### config.mk
export PLATFORM = sky130hd
export DESIGN_NAME = periph_ctrl_multi_flat
export DESIGN_NICKNAME = d
export VERILOG_FILES = /design/src/rtl/periph_ctrl_multi_if.sv /design/src/rtl/periph_ctrl_multi.sv /design/src/flat_wrapper.sv
export SDC_FILE = /design/constraint.sdc
export NUM_CORES = 1
export LEC_CHECK = 0
export ABC_AREA = 1
export CORE_MARGIN = 5
export CORE_UTILIZATION = 35
export DETAILED_ROUTE_END_ITERATION = 8
export GPL_TIMING_DRIVEN = 0
export SYNTH_ARGS = -nofsm -noshare
export SYNTH_HDL_FRONTEND = slang
export SYNTH_SLANG_ARGS = --single-unit
### constraint.sdc
create_clock -name clk -period 8.3 [get_ports clk]
set_input_delay 2.075 -clock clk [delete_from_list [all_inputs] [get_ports clk]]
set_output_delay 2.075 -clock clk [all_outputs]
set_load 0.05 [all_outputs]
### src/rtl/periph_ctrl_multi_if.sv
// ---------------------------------------------------------------------------
// periph_ctrl_multi_if
// CPU data-bus bundle for the peripheral controller.
//   address     : register address (4 bits)
//   din         : write data (8 bits)
//   writeEnable : one-cycle write strobe
//   readEnable  : one-cycle read strobe
//   dout        : registered read data (8 bits)
// The master modport is the CPU side, the slave modport is the peripheral.
// ---------------------------------------------------------------------------
interface periph_ctrl_multi_if;
    logic [3:0] address;
    logic [7:0] din;
    logic       writeEnable;
    logic       readEnable;
    logic [7:0] dout;

    modport master (
        output address,
        output din,
        output writeEnable,
        output readEnable,
        input  dout
    );

    modport slave (
        input  address,
        input  din,
        input  writeEnable,
        input  readEnable,
        output dout
    );
endinterface

### src/rtl/periph_ctrl_multi.sv
// ---------------------------------------------------------------------------
// periph_ctrl_multi
// Memory-mapped peripheral controller: a bank of seven-segment digits with a
// decimal point, plus a debounced 4x4 keypad scanner feeding a key FIFO.
// Ports:
//   clk    : system clock, rising edge
//   reset  : synchronous, active-high
//   bus    : CPU register bus (periph_ctrl_multi_if.slave)
//   hex    : segments, active-low, digit i at [7i+6:7i], bit0 = seg a
//   dot    : decimal point, active-low
//   rows   : keypad row drive, active-low one-hot
//   cols   : keypad column sense, active-low
// Register map: 0x0 KEY (read pops), 0x1 STATUS, 0x2 CTRL, 0x4+i DIGIT[i].
// ---------------------------------------------------------------------------
module periph_ctrl_multi #(
    parameter int N_DIGITS   = 11,
    parameter int FIFO_DEPTH = 8,
    parameter int SCAN_DIV   = 1000,
    parameter int DEBOUNCE   = 4
) (
    input  logic                    clk,
    input  logic                    reset,
    periph_ctrl_multi_if.slave      bus,
    output logic [7*N_DIGITS-1:0]   hex,
    output logic                    dot,
    output logic [3:0]              rows,
    input  logic [3:0]              cols
);

    localparam int PTR_W = $clog2(FIFO_DEPTH);
    localparam int DIV_W = $clog2(SCAN_DIV);
    localparam int DBC_W = $clog2(DEBOUNCE + 1);

    typedef enum logic [1:0] {
        KEY_IDLE    = 2'd0,
        KEY_CONFIRM = 2'd1,
        KEY_HELD    = 2'd2
    } key_state_t;

    // Common-anode hex decode, segment a in bit 0.
    function automatic logic [6:0] seg_decode(input logic [3:0] nib);
        logic [6:0] seg;
        case (nib)
            4'h0: seg = 7'b1000000;
            4'h1: seg = 7'b1111001;
            4'h2: seg = 7'b0100100;
            4'h3: seg = 7'b0110000;
            4'h4: seg = 7'b0011001;
            4'h5: seg = 7'b0010010;
            4'h6: seg = 7'b0000010;
            4'h7: seg = 7'b1111000;
            4'h8: seg = 7'b0000000;
            4'h9: seg = 7'b0010000;
            4'hA: seg = 7'b0001000;
            4'hB: seg = 7'b0000011;
            4'hC: seg = 7'b1000110;
            4'hD: seg = 7'b0100001;
            4'hE: seg = 7'b0000110;
            4'hF: seg = 7'b0001110;
            default: seg = 7'b1111111;
        endcase
        return seg;
    endfunction

    // Number of pressed (low) columns, saturating at 2 meaning "more than one".
    function automatic logic [1:0] low_count(input logic [3:0] c);
        logic [2:0] n;
        n = 3'd0;
        for (int k = 0; k < 4; k++) begin
            n = n + {2'd0, ~c[k]};
        end
        return (n > 3'd1) ? 2'd2 : n[1:0];
    endfunction

    // Index of the lowest pressed column; only meaningful with exactly one low.
    function automatic logic [1:0] low_index(input logic [3:0] c);
        logic [1:0] idx;
        idx = 2'd0;
        for (int k = 3; k >= 0; k--) begin
            if (!c[k]) begin
                idx = 2'(k);
            end
        end
        return idx;
    endfunction

    // Register file and bus state
    logic [2:0]       ctrl_r;
    logic [7:0]       digit_r [N_DIGITS];
    logic [7:0]       dout_r;
    logic [7:0]       digit_rd_s;

    // Scanner state
    logic [DIV_W-1:0] div_r;
    logic [1:0]       row_r;
    logic [3:0]       rows_r;
    logic [1:0]       hits_r;
    logic [3:0]       code_r;
    logic             sample_s;
    logic             scan_done_s;
    logic [1:0]       row_hits_s;
    logic [1:0]       total_hits_s;
    logic [3:0]       scan_code_s;
    logic             res_none_s;
    logic             res_one_s;

    // Key FSM
    key_state_t       key_state_r, key_state_nx;
    logic [3:0]       latch_r, latch_nx;
    logic [DBC_W-1:0] cnt_r, cnt_nx;
    logic             push_s;

    // FIFO
    logic [3:0]       mem_r [FIFO_DEPTH];
    logic [PTR_W-1:0] wr_ptr_r, rd_ptr_r;
    logic [4:0]       count_r;
    logic             overflow_r;
    logic             empty_s, full_s, pop_s, push_ok_s, ovf_set_s, status_clr_s;

    assign sample_s     = (div_r == DIV_W'(SCAN_DIV - 1));
    assign scan_done_s  = sample_s && (row_r == 2'd3);
    assign row_hits_s   = low_count(cols);

    // Combine this row's presses with the ones already seen in the scan.
    always_comb begin
        total_hits_s = 2'd2;
        scan_code_s  = code_r;
        if (hits_r == 2'd0) begin
            total_hits_s = row_hits_s;
            scan_code_s  = {row_r, low_index(cols)};
        end else if (row_hits_s == 2'd0) begin
            total_hits_s = hits_r;
            scan_code_s  = code_r;
        end else begin
            total_hits_s = 2'd2;
            scan_code_s  = code_r;
        end
    end

    assign res_none_s = (total_hits_s == 2'd0);
    assign res_one_s  = (total_hits_s == 2'd1);

    // Row divider and active-low row rotation.
    always_ff @(posedge clk) begin
        if (reset) begin
            div_r  <= '0;
            row_r  <= 2'd0;
            rows_r <= 4'b1110;
        end else if (sample_s) begin
            div_r  <= '0;
            row_r  <= row_r + 2'd1;
            rows_r <= {rows_r[2:0], rows_r[3]};
        end else begin
            div_r  <= div_r + DIV_W'(1);
        end
    end

    assign rows = rows_r;

    // Per-scan press accumulator, cleared at the end of every full scan.
    always_ff @(posedge clk) begin
        if (reset) begin
            hits_r <= 2'd0;
            code_r <= 4'd0;
        end else if (scan_done_s) begin
            hits_r <= 2'd0;
            code_r <= 4'd0;
        end else if (sample_s) begin
            hits_r <= total_hits_s;
            code_r <= scan_code_s;
        end
    end

    // Key FSM state register.
    always_ff @(posedge clk) begin
        if (reset) begin
            key_state_r <= KEY_IDLE;
            latch_r     <= 4'd0;
            cnt_r       <= '0;
        end else begin
            key_state_r <= key_state_nx;
            latch_r     <= latch_nx;
            cnt_r       <= cnt_nx;
        end
    end

    // Key FSM next state: evaluated once per completed scan.
    always_comb begin
        key_state_nx = key_state_r;
        latch_nx     = latch_r;
        cnt_nx       = cnt_r;
        push_s       = 1'b0;
        if (scan_done_s) begin
            case (key_state_r)
                KEY_IDLE: begin
                    if (res_one_s) begin
                        latch_nx = scan_code_s;
                        cnt_nx   = DBC_W'(1);
                        if (DEBOUNCE == 1) begin
                            push_s       = 1'b1;
                            key_state_nx = KEY_HELD;
                        end else begin
                            key_state_nx = KEY_CONFIRM;
                        end
                    end else begin
                        key_state_nx = KEY_IDLE;
                    end
                end
                KEY_CONFIRM: begin
                    if (res_one_s && (scan_code_s == latch_r)) begin
                        cnt_nx = cnt_r + DBC_W'(1);
                        if (cnt_r == DBC_W'(DEBOUNCE - 1)) begin
                            push_s       = 1'b1;
                            key_state_nx = KEY_HELD;
                        end else begin
                            key_state_nx = KEY_CONFIRM;
                        end
                    end else if (res_one_s) begin
                        latch_nx     = scan_code_s;
                        cnt_nx       = DBC_W'(1);
                        key_state_nx = KEY_CONFIRM;
                    end else begin
                        key_state_nx = KEY_IDLE;
                    end
                end
                KEY_HELD: begin
                    if (res_none_s) begin
                        key_state_nx = KEY_IDLE;
                    end else begin
                        key_state_nx = KEY_HELD;
                    end
                end
                default: begin
                    key_state_nx = KEY_IDLE;
                end
            endcase
        end else begin
            key_state_nx = key_state_r;
        end
    end

    assign empty_s      = (count_r == 5'd0);
    assign full_s       = (count_r == 5'(FIFO_DEPTH));
    assign pop_s        = bus.readEnable && (bus.address == 4'h0) && !empty_s;
    // A pop in the same cycle frees the slot, so a push onto a full FIFO is kept.
    assign push_ok_s    = push_s && (!full_s || pop_s);
    assign ovf_set_s    = push_s && full_s && !pop_s;
    assign status_clr_s = bus.writeEnable && (bus.address == 4'h1) && bus.din[2];

    // FIFO storage; contents are don't-care until written.
    always_ff @(posedge clk) begin
        if (push_ok_s) begin
            mem_r[wr_ptr_r] <= scan_code_s;
        end
    end

    // FIFO pointers, occupancy and sticky overflow.
    always_ff @(posedge clk) begin
        if (reset) begin
            wr_ptr_r   <= '0;
            rd_ptr_r   <= '0;
            count_r    <= 5'd0;
            overflow_r <= 1'b0;
        end else begin
            if (push_ok_s) begin
                wr_ptr_r <= wr_ptr_r + PTR_W'(1);
            end
            if (pop_s) begin
                rd_ptr_r <= rd_ptr_r + PTR_W'(1);
            end
            case ({push_ok_s, pop_s})
                2'b10:   count_r <= count_r + 5'd1;
                2'b01:   count_r <= count_r - 5'd1;
                default: count_r <= count_r;
            endcase
            // Setting wins over a same-cycle clear.
            if (ovf_set_s) begin
                overflow_r <= 1'b1;
            end else if (status_clr_s) begin
                overflow_r <= 1'b0;
            end
        end
    end

    // Control and digit register writes.
    always_ff @(posedge clk) begin
        if (reset) begin
            ctrl_r <= 3'd0;
            for (int i = 0; i < N_DIGITS; i++) begin
                digit_r[i] <= 8'd0;
            end
        end else if (bus.writeEnable) begin
            if (bus.address == 4'h2) begin
                ctrl_r <= bus.din[2:0];
            end
            for (int i = 0; i < N_DIGITS; i++) begin
                if (bus.address == 4'(4 + i)) begin
                    digit_r[i] <= bus.din;
                end
            end
        end
    end

    // Digit readback mux; unmapped digit addresses read as zero.
    always_comb begin
        digit_rd_s = 8'd0;
        for (int i = 0; i < N_DIGITS; i++) begin
            if (bus.address == 4'(4 + i)) begin
                digit_rd_s = digit_r[i];
            end
        end
    end

    // Registered read data; holds between reads.
    always_ff @(posedge clk) begin
        if (reset) begin
            dout_r <= 8'd0;
        end else if (bus.readEnable) begin
            case (bus.address)
                4'h0:    dout_r <= empty_s ? 8'd0 : {1'b1, 3'b000, mem_r[rd_ptr_r]};
                4'h1:    dout_r <= {count_r, overflow_r, full_s, empty_s};
                4'h2:    dout_r <= {5'd0, ctrl_r};
                default: dout_r <= digit_rd_s;
            endcase
        end
    end

    assign bus.dout = dout_r;

    // Segment drive: blank overrides, otherwise hex decode or raw (1 = lit).
    always_comb begin
        hex = '1;
        for (int i = 0; i < N_DIGITS; i++) begin
            if (ctrl_r[0]) begin
                hex[7*i +: 7] = 7'b1111111;
            end else if (ctrl_r[2]) begin
                hex[7*i +: 7] = seg_decode(digit_r[i][3:0]);
            end else begin
                hex[7*i +: 7] = ~digit_r[i][6:0];
            end
        end
    end

    assign dot = ctrl_r[0] ? 1'b1 : ~ctrl_r[1];

endmodule
### src/flat_wrapper.sv
// flat-port wrapper written by rule: the top's interface ports become plain ports
module periph_ctrl_multi_flat 
#(
    parameter int N_DIGITS   = 11,
    parameter int FIFO_DEPTH = 8,
    parameter int SCAN_DIV   = 1000,
    parameter int DEBOUNCE   = 4
)
  (clk, reset, hex, dot, rows, cols, bus_address, bus_din, bus_writeEnable, bus_readEnable, bus_dout);
  periph_ctrl_multi_if bus_i ();
  input  logic clk;
  input  logic reset;
  output logic [7*N_DIGITS-1:0] hex;
  output logic dot;
  output logic [3:0] rows;
  input  logic [3:0] cols;
  input wire logic [$bits(bus_i.address)-1:0] bus_address;
  input wire logic [$bits(bus_i.din)-1:0] bus_din;
  input wire logic [$bits(bus_i.writeEnable)-1:0] bus_writeEnable;
  input wire logic [$bits(bus_i.readEnable)-1:0] bus_readEnable;
  output wire logic [$bits(bus_i.dout)-1:0] bus_dout;
  assign bus_i.address = bus_address;
  assign bus_i.din = bus_din;
  assign bus_i.writeEnable = bus_writeEnable;
  assign bus_i.readEnable = bus_readEnable;
  assign bus_dout = bus_i.dout;
  periph_ctrl_multi #(.N_DIGITS(N_DIGITS), .FIFO_DEPTH(FIFO_DEPTH), .SCAN_DIV(SCAN_DIV), .DEBOUNCE(DEBOUNCE)) u_core (.clk(clk), .reset(reset), .bus(bus_i), .hex(hex), .dot(dot), .rows(rows), .cols(cols));
endmodule
==> results.toml <==
[status]
status = "completed"

[synthesis]
netlist_area_sq_um = 11200
synth.avg_cell_area_sq_um = 7.83
yosysSeqAreaShare = 0.424
synth-seq-cells = 177
synth_top_cell_by_area = "edfxtp_1"
dominantRegCellSynth = "edfxtp_1"
synth_area_leaders = "edfxtp_1 (32%), dfxtp_1 (10%), nand2_1 (8.8%), ha_1 (8.6%), nor2_1 (6.7%)"
synth_cells = 1431
synth_edf_count = 120
async_reset_ff_frac = 0
synth.most_common_cell = "nand2_1"
yosysWarnings = 0
synth_top_cell_area_share = 0.322
synth_fp_nets = 1529
synth_common_cells = "nand2_1 (264), nor2_1 (200), o21ai_0 (140)"
ys_types = 41

[routing]
antenna_left = 0
vias = 10500
drtPass1Iterations = 5
routed_wl_mm = 37.2
drt-wirelength-per-cell_um = 18.8
via_per_inst = 5.33
drcViolationCount = 0
first_iter_violations = 904

[worst_setup_path]
critPathArrivalTime_ps = 6320
cp-startpoint = "cols[0]"
crit_path_start_kind = "input pin"
critPathMaxFanout = 6
r2r_start = "u_core.hits_r[0]"
end_kind = "flop"
crit_required_ps = 8670
path_class = "in -> reg"
reg2reg_depth = 19

[clock_network]
cts_hold_buffers = 0
cts_setup_buffers = 0
clock_sinks = 177
cts.repair.resized = 0
numCtsBuffers = 17
clkLatencyLatePin_ps = 440
cts_tree = "yes"
clockBufferDepth = 2
root_buffer = "clkbuf_16"
htree_levels = 4
clk_pin_slew_ps = 80

[placed_design]
place.port_buffers = 108
gp_congestion = 0.904
placed_cell_area_sq_um = 12800
dp_hpwl_mm = 27.4

[worst_hold_path]
worstHoldPathCells = 1
hold_path_startpoint = "u_core.div_r[9]"
hp-class = "reg -> reg"

[floorplan]
row_count = 65
die_area_sq_um = 35700
core_area_sq_um = 31600
initial_utilization = 0.355
ios = 110
die-height_um = 189
die_x_um = 189

[global_route]
grt.overflow.total = 0
grt_pass1_wl_mm = 57.1
grt_pass1_vias = 9966
grt_max_degree = 20
antenna_found_initial = 1
grt_usage = 0.205

[timing]
max_clock_freq_mhz = 168
holdWs_ps = 446
clock_skew_ps = 10.8
worst_pin_slew_ps = 1070
finalSetupViolCount = 0
finalWorstPathRequiredPeriod_ps = 5950
timing.setup.tns_ps = 0
finalMaxSlewViolations = 0
slew_headroom = 0.281
finalCritPeriodShare = 0.717
finalHoldViolCount = 0
rsz0062_at_grt = "false"

[flow_run]
max_cap_viol_count = 0

[cells_and_area]
fin_util = 0.424
areaGrowthSynthToFinish_pct = 19.4
drive_gt1_frac = 0.0337
nNetsFinal = 1656
fill_cells = 3159
final_area_sq_um = 13400

[power_and_ir_drop]
p_per_area_nw_per_um2 = 168
fin_total_pwr_w = 0.00224
leakage_nw = 5.17
vdd_drop_max_uv = 130
-- worst paths after layout --
check                           slack (ps)           endpoint
worst max-delay path                  2350  u_core.count_r[4]
worst min-delay path                   450    u_core.div_r[9]
worst max register to register        4910  u_core.count_r[4]
worst min register to register         450    u_core.div_r[9]
-- logic make-up after synthesis --
logic type,count (synthesis),synth area share
fa+ha+maj,78,0.0878
xor+xnor,5,0.00391
flops,177,0.424
buf+inv,213,0.0714
compound gates,333,0.174
simple gates,625,0.239
-- power breakdown --
| group | switching, W | internal [W] |
|---|---|---|
| combinational | 0.000309 | 0.000127 |
| clock | 0.000398 | 0.000406 |
| sequential | 0.0000321 | 0.000972 |
-- state kept, by name (all words and copies together), names as in the netlist, 4 cells and up, named ones only --
signal,flops
u_core.digit_r,88
u_core.mem_r,32
u_core.bus.dout,8
u_core.div_r,10
u_core.count_r,5
u_core.rows,4
u_core.latch_r,4
u_core.code_r,4
-- cells in the final DEF, fill, tap and decap left out, drive strengths merged, types with 3 or more instances in the layout --
cell type	instances
nand2	272
nor2	205
inv	149
o21ai	144
edfxtp	120
clkdlybuf4s50	108
nand3	88
o211ai	83
clkbuf	78
ha	77
a21oi	76
dfxtp	57
nand4	29
nor3	26
clkinv	14
a31oi	9
o221ai	7
o22ai	7
buf	4
xor2	3
-- layer usage --
layer / GRT usage / vias up / wire length (um) / share of wire
met3: 0.0441 / 69 / 3010 / 0.081
met4: 0.0670 / 2 / 953 / 0.026
met1: 0.274 / 4842 / 16200 / 0.44
met2: 0.332 / 429 / 17000 / 0.46
li1: - / 5173 / - / -
met5: 0 / - / 11 / 0.00030
-- through the flow --
step,setup WS (ps),std cells
2_1_floorplan,2920,1431
3_3_place_gp,1980,1941
3_5_place_dp,1930,1941
4_1_cts,2370,1973
5_1_grt,1940,1973
6_report,2350,1974
-- area by class of cell --
cell class	instances	area, sq um	share of cell area
Sequential cell	177	4740	0.355
Inverter	149	559	0.0418
Clock buffer	18	429	0.0321
Clock inverter	14	158	0.0118
Timing Repair Buffer	108	1080	0.0808
Buffer	64	240	0.0180
Tap cell	402	503	0.0376
Multi-Input combinational cell	1041	5650	0.423
Antenna cell	1	2.50	0.000187
-- worst max-delay path: stages --
cell             delay, ps
clkdlybuf4s50_1        500
inv_1                   60
ha_1                   300
fa_1                   390
ha_1                   320
nor2_1                 100
nand3_1                120
o21ai_1                240
nand3_1                170
nor2_4                 220
nand4_1                250
ha_1                   360
xor2_1                 220
ha_1                   170
inv_1                   40
nand2_1                 90
nand2_1                 60
o21ai_0                190
a21oi_1                 80
o21ai_0                110
o21ai_0                100
a21oi_1                140
(Power assumes the default switching activity.)
